**src/rtl/tama_pkg.sv**
```systemverilog
// Shared definitions for the pet-care logic: need indices, level limits and the
// scheduler FSM states.
package tama_pkg;

  localparam int unsigned NEED_HUNGER    = 0;
  localparam int unsigned NEED_HAPPINESS = 1;
  localparam int unsigned NEED_HEALTH    = 2;
  localparam int unsigned NEED_HYGIENE   = 3;
  localparam int unsigned NEED_ENERGY    = 4;
  localparam int unsigned NEED_SOCIAL    = 5;

  localparam int unsigned NEED_NUM = 6;
  localparam logic [3:0]  NEED_MAX = 4'd15;

  typedef enum logic [1:0] {
    IDLE,
    SERVE,
    DEAD
  } state_e;

  // Modulo-6 successor of a need index; out-of-range values fold back to 0.
  function automatic logic [2:0] need_next(input logic [2:0] i);
    return (i >= 3'd5) ? 3'd0 : i + 3'd1;
  endfunction

endpackage

```
**src/rtl/rr_arbiter6.sv**
```systemverilog
// Combinational round-robin pick over six requesters, searching upward from the
// requester after the last winner.
module rr_arbiter6
  import tama_pkg::*;
(
  input  logic [5:0] req,
  input  logic [2:0] last,
  output logic [5:0] gnt,
  output logic [2:0] index,
  output logic       valid
);

  logic [2:0] w_cand;

  always_comb begin
    gnt    = 6'd0;
    index  = 3'd0;
    valid  = 1'b0;
    w_cand = last;
    for (int k = 0; k < 6; k++) begin
      w_cand = need_next(w_cand);
      if (!valid && req[w_cand]) begin
        valid       = 1'b1;
        index       = w_cand;
        gnt[w_cand] = 1'b1;
      end
    end
  end

endmodule

```
**src/rtl/care_scheduler.sv**
```systemverilog
// Owns the six need levels: ages them on a round-robin decay tick and serves
// care requests one at a time, latching death when any need reaches the maximum.
module care_scheduler
  import tama_pkg::*;
#(
  parameter int unsigned TICK_DIV      = 1000,
  parameter int unsigned ACTION_CYCLES = 4,
  parameter int unsigned CARE_AMOUNT   = 4
) (
  input  logic       clk,
  input  logic       rst,
  input  logic [5:0] req,
  output logic [5:0] grant,
  output logic       busy,
  output logic [3:0] hunger,
  output logic [3:0] happiness,
  output logic [3:0] health,
  output logic [3:0] hygiene,
  output logic [3:0] energy,
  output logic [3:0] social,
  output logic       dead
);

  localparam int unsigned PrescW = (TICK_DIV > 1) ? $clog2(TICK_DIV) : 1;
  localparam int unsigned CntW   = (ACTION_CYCLES > 1) ? $clog2(ACTION_CYCLES) : 1;
  localparam logic [4:0]  CareAmt = 5'(CARE_AMOUNT);

  state_e            r_state, w_state_d;
  logic [PrescW-1:0] r_presc, w_presc_d;
  logic [2:0]        r_ptr, w_ptr_d;
  logic [2:0]        r_last, w_last_d;
  logic [5:0]        r_grant, w_grant_d;
  logic [CntW-1:0]   r_cnt, w_cnt_d;
  logic [3:0]        r_need   [NEED_NUM];
  logic [3:0]        w_need_d [NEED_NUM];
  logic [4:0]        w_sum    [NEED_NUM];

  logic       w_fatal, w_halt, w_tick, w_care;
  logic [5:0] w_arb_gnt;
  logic [2:0] w_arb_idx;
  logic       w_arb_valid;

  rr_arbiter6 u_arb (
    .req   (req),
    .last  (r_last),
    .gnt   (w_arb_gnt),
    .index (w_arb_idx),
    .valid (w_arb_valid)
  );

  always_comb begin
    w_fatal = 1'b0;
    for (int i = 0; i < NEED_NUM; i++) begin
      if (r_need[i] == NEED_MAX) w_fatal = 1'b1;
    end
  end

  // A need at the maximum freezes everything already, one edge before DEAD is entered.
  assign w_halt = w_fatal || (r_state == DEAD);
  assign w_tick = !w_halt && (r_presc == PrescW'(TICK_DIV - 1));

  always_comb begin
    w_presc_d = r_presc;
    w_ptr_d   = r_ptr;
    if (!w_halt) begin
      w_presc_d = w_tick ? '0 : r_presc + 1'b1;
      if (w_tick) w_ptr_d = need_next(r_ptr);
    end
  end

  always_comb begin
    w_state_d = r_state;
    w_grant_d = r_grant;
    w_cnt_d   = r_cnt;
    w_last_d  = r_last;
    w_care    = 1'b0;
    unique case (r_state)
      IDLE: begin
        if (w_fatal) begin
          w_state_d = DEAD;
        end else if (w_arb_valid) begin
          w_state_d = SERVE;
          w_grant_d = w_arb_gnt;
          w_last_d  = w_arb_idx;
          w_cnt_d   = '0;
        end
      end
      SERVE: begin
        if (w_fatal) begin
          w_state_d = DEAD;
          w_grant_d = 6'd0;
        end else if (r_cnt == CntW'(ACTION_CYCLES - 1)) begin
          w_state_d = IDLE;
          w_grant_d = 6'd0;
          w_care    = 1'b1;
        end else begin
          w_cnt_d = r_cnt + 1'b1;
        end
      end
      DEAD: begin
        w_grant_d = 6'd0;
      end
      default: begin
        w_state_d = IDLE;
        w_grant_d = 6'd0;
      end
    endcase
  end

  // Decay is applied before care so a coinciding tick is absorbed by the decrement.
  always_comb begin
    for (int i = 0; i < NEED_NUM; i++) begin
      w_sum[i] = {1'b0, r_need[i]};
      if (w_tick && (r_ptr == 3'(i))) begin
        w_sum[i] = (w_sum[i] >= {1'b0, NEED_MAX}) ? {1'b0, NEED_MAX} : w_sum[i] + 5'd1;
      end
      if (w_care && (r_last == 3'(i))) begin
        w_sum[i] = (w_sum[i] >= CareAmt) ? w_sum[i] - CareAmt : 5'd0;
      end
      w_need_d[i] = w_sum[i][3:0];
    end
  end

  always_ff @(posedge clk or posedge rst) begin
    if (rst) begin
      r_state <= IDLE;
      r_presc <= '0;
      r_ptr   <= 3'd0;
      r_last  <= 3'd5;
      r_grant <= 6'd0;
      r_cnt   <= '0;
      for (int i = 0; i < NEED_NUM; i++) r_need[i] <= 4'd0;
    end else begin
      r_state <= w_state_d;
      r_presc <= w_presc_d;
      r_ptr   <= w_ptr_d;
      r_last  <= w_last_d;
      r_grant <= w_grant_d;
      r_cnt   <= w_cnt_d;
      for (int i = 0; i < NEED_NUM; i++) r_need[i] <= w_need_d[i];
    end
  end

  assign grant     = r_grant;
  assign busy      = |r_grant;
  assign dead      = (r_state == DEAD);
  assign hunger    = r_need[NEED_HUNGER];
  assign happiness = r_need[NEED_HAPPINESS];
  assign health    = r_need[NEED_HEALTH];
  assign hygiene   = r_need[NEED_HYGIENE];
  assign energy    = r_need[NEED_ENERGY];
  assign social    = r_need[NEED_SOCIAL];

endmodule

```
**config.mk**
```make
export PLATFORM = sky130hd
export DESIGN_NAME = care_scheduler
export DESIGN_NICKNAME = d
export VERILOG_FILES = /design/src/rtl/tama_pkg.sv /design/src/rtl/rr_arbiter6.sv /design/src/rtl/care_scheduler.sv
export SDC_FILE = /design/constraint.sdc
export NUM_CORES = 1
export LEC_CHECK = 0
export BUFFER_PORTS_ARGS = -buffer_cell sky130_fd_sc_hd__clkbuf_2
export CORE_MARGIN = 10
export CORE_UTILIZATION = 44
export CTS_CLUSTER_DIAMETER = 120
export DETAILED_ROUTE_END_ITERATION = 8
export SETUP_SLACK_MARGIN = 0.3
export SLEW_MARGIN = 20
export SYNTH_ARGS = -nofsm -noshare
export SYNTH_HDL_FRONTEND = slang
export SYNTH_HIERARCHICAL = 1
export SYNTH_SLANG_ARGS = --single-unit
```
**constraint.sdc**
```tcl
create_clock -name clk -period 5.6 [get_ports clk]
set_clock_uncertainty 0.1 [all_clocks]
set_input_delay 0.84 -clock clk [delete_from_list [all_inputs] [get_ports clk]]
set_output_delay 0.84 -clock clk [all_outputs]
set_load 0.01 [all_outputs]
```
==> out/results.tsv <==
stage	metric	value	unit
status	run status	finished, final reports clean	
floorplanning	Die W	121	µm
timing	post-route clock period utilization	91.6	%
placed_design	placed insts	700	
global_routing	total grt overflow	0	
finish	Non-Filler Instances	709	
synth	Synth Instances	542	
setup_path	CP max FO	15	
synth	Synth async-reset ratio	100	%
setup_path	crit path DAT	5.22	ns
global_routing	vias in the first global route	4198	
route	DR iter-0 viols	426	
clock_network	CTS Buf Count	5	
timing	Hold Vio Cnt, Final	0	
synth	cell accounting for the most synthesized area	dfrtp_1	
synth	Synth cell types	89	
floorplanning	Die Y	121	µm
floorplanning	IO Pins	40	
synth	most frequent cell after synthesis	dfrtp_1	
finish	Fillers	928	
floorplanning	Starting Density	45.6	%
clock_network	H-tree lvl count	2	
setup_path	Worst path most repeated cell	inv_1	
synth	Synth Flop Type	dfrtp_1	
timing	final count of pins violating max slew	0	
global_routing	first-pass GRT wire length	21200	µm
finish	P&R area growth vs syn	10.6	%
finish	Antenna Cells	0	
timing	Fmax achieved	195	MHz
clock_network	CTS Buffer Depth	2	
clock_network	Clock Latency Late Sink	0.31	ns
finish	Post-layout nets	602	
placed_design	detailed-placement wirelength estimate	9630	µm
finish	layout cells sized above 1	17.9	%
synth	Synth top area share	26.7	%
synth	Mapped Avg Cell Area	8.30	µm²
timing	Slew Limit Headroom	36.2	%
route	total number of vias	4525	
setup_path	CP max stage delay	0.69	ns
placed_design	I/O Buffers	39	
route	routed vias/inst	6.38	
setup_path	Worst EP required	5.69	ns
synth	Post-synth EDFFs	0	
synth	register area share after synthesis	27.9	%
power_and_ir_drop	power per cell area	674	mW/mm²
power_and_ir_drop	Max IR drop VDD	0.591	mV
flow_run	max-cap violation count	0	
placed_design	GP Congestion	0.981	
route	Remaining DRCs	0	
route	routed len/inst	17.9	µm
synth	Post-synth top cells	dfrtp_1 (48), nand2_1 (47), nor2_1 (41), nand3_1 (32), inv_1 (25)	
clock_network	CTS Hold Buffers Added	0	
floorplanning	Total Die Area	0.0147	mm²
clock_network	clock root buffer	clkbuf_8	
synth	syn nets	569	
setup_path	Setup crit start kind	flop	
synth	main area contributors after synthesis	dfrtp_1 (27%), ha_1 (5.3%), nand2_1 (3.9%), nand3_1 (3.6%), nor2_1 (3.4%)	
timing	setup TNS	0	ns
global_routing	initial antenna violation count	0	
route	Detail Route Antenna Nets	0	
floorplanning	Site Rows	36	
global_routing	largest net degree at the start of global routing	51	
clock_network	CTS Sinks	50	
synth	Post-Syn Area	0.00450	mm²
clock_network	CTS clk-pin slew, worst paths	0.09	ns
timing	min Tclk post-route	5.13	ns
global_routing	All-Layer GR Usage	17.1	%
power_and_ir_drop	static leakage	2.16	nW
route	DR pass1 iterations	6	
synth	Seq cells post-synth	50	
timing	Setup Viol. Count Final	0	
route	Routed WL	12700	µm
floorplanning	CORE AREA	0.00986	mm²
setup_path	crit path cell chain	inv_1 -> ha_1 -> or3b_1 -> nand3_2 -> nand2_1 -> inv_1 -> ha_1 -> inv_1 -> a2111oi_0 -> a31o_1 -> a222oi_1 -> buf_4 -> o21ai_2 -> a311o_1 -> a21oi_2 -> o32a_1 -> mux2_2	
hold_path	min-delay worst type	flop to flop	
setup_path	kind of critical path	flop to flop	
clock_network	TritonCTS clock tree	done	
synth	Synth Warn #	6	
timing	Worst-Margin Slew	0.947	ns
timing	RSZ-0062 raised after global routing	no	
setup_path	slowest library cell on the worst path	dfstp_2	
setup_path	Critical Path Sink Type	flop	
## power breakdown
part | internal (W) | switching, W
Combinational | 0.000938 | 0.00167
Sequential | 0.000408 | 0.0000696
Clock | 0.000146 | 0.000123
## sequential cells by signal, indices dropped and copies added, names as in the netlist
name / cells
r_state: 2
hunger: 4
r_ptr: 3
r_presc: 10
grant: 6
r_last: 3
happiness: 4
energy: 4
r_cnt: 2
social: 4
health: 4
hygiene: 4
## cells by family after synthesis
kind of cell               Yosys count  synth area share (%)
adders and majority gates           19                  5.29
and+or+nand+nor                    229                  27.9
DFF                                 50                  27.9
muxes                               22                  5.17
buffers and inverters               46                  4.42
xor gates and xnor gates            10                  1.95
AOI/OAI and AO/OA                  166                  27.4
## final timing paths
check / from / to / slack [ns] / cells past startpoint
min in group asynchronous: rst / r_presc[6]$_DFFE_PP0N_ / 0.56 / 2
worst max-delay path: r_last[0]$_DFFE_PP1P_ / r_last[1]$_DFFE_PP0P_ / 0.47 / 17
worst min register to register: r_presc[9]$_DFFE_PP0N_ / r_presc[9]$_DFFE_PP0N_ / 0.39 / 1
worst max register to register: r_last[0]$_DFFE_PP1P_ / r_last[1]$_DFFE_PP0P_ / 0.47 / 17
worst min-delay path: r_presc[9]$_DFFE_PP0N_ / r_presc[9]$_DFFE_PP0N_ / 0.39 / 1
max in group asynchronous: rst / r_last[1]$_DFFE_PP0P_ / 4.27 / 2
## layout by cell type, fill, tap and decap left out, types with 6 or more instances in the layout
master and n:
mux2i_1 15, xnor2_1 6, a21oi_1 21, buf_4 7
o211ai_1 7, a21o_1 6, nor4_1 15, and2_1 7
clkbuf_2 39, a211oi_1 11, o31ai_1 6, a31oi_1 6
ha_1 18, nand2_1 46, a22o_1 11, nor2_1 40
nand2b_1 8, nand4_1 11, clkbuf_8 6, inv_1 24
and3_1 13, dfrtp_1 47, mux2_2 6, nand3_1 32
nor3_1 12, o21ai_0 23
## final cells by class
class	instances	area [µm²]	share of cell area, %
tap	133	166	3.34
timing repair buffer	46	248	4.98
clock inverter	1	30.0	0.603
sequential	50	1250	25.2
multi-input combinational	446	3090	62.1
clock buffer	7	86.3	1.73
inverter	26	98.8	1.99
## metal layers
layer | track usage, % | share of wire (%) | wire [µm]
met1 | 23.6 | 47 | 6030
met2 | 26.8 | 45 | 5740
met3 | 3.44 | 6.5 | 821
met4 | 3.39 | 1.1 | 134
met5 | 0 | 0 | 0
## critical path: cells and delay by family (launching register included)
kind,cells,cell delay (ns)
AO/OA/AOI/OAI,7,1.72
AND/OR/NAND/NOR,3,0.87
flip-flops,1,0.69
adder cells (fa/ha/maj),2,0.69
buffers and inverters,4,0.68
multiplexers,1,0.27
## timing repair
item,4_1_cts,5_1_grt
hold endpoints to repair,0,0
setup endpoints to repair,9,12
buffers inserted,0,1
pin swaps,0,1
gates resized for setup,3,11
## per-stage QoR
stage / hold WS [ns] / util, % / setup slack (ns) / cell area [µm²] / power, W
finish: 0.389 / 50.4 / 0.471 / 4980 / 0.00335
global route: 0.423 / 50.4 / 0.290 / 4980 / 0.00358
CTS: 0.392 / 50.0 / 0.334 / 4930 / 0.00320
detailed placement: 0.373 / 48.7 / 0.229 / 4800 / 0.00290
global placement: 0.377 / 48.7 / 0.456 / 4800 / 0.00296
floorplan: 0.352 / - / 0.890 / 4500 / 0.00225
Power figures use the tool's default switching activity.
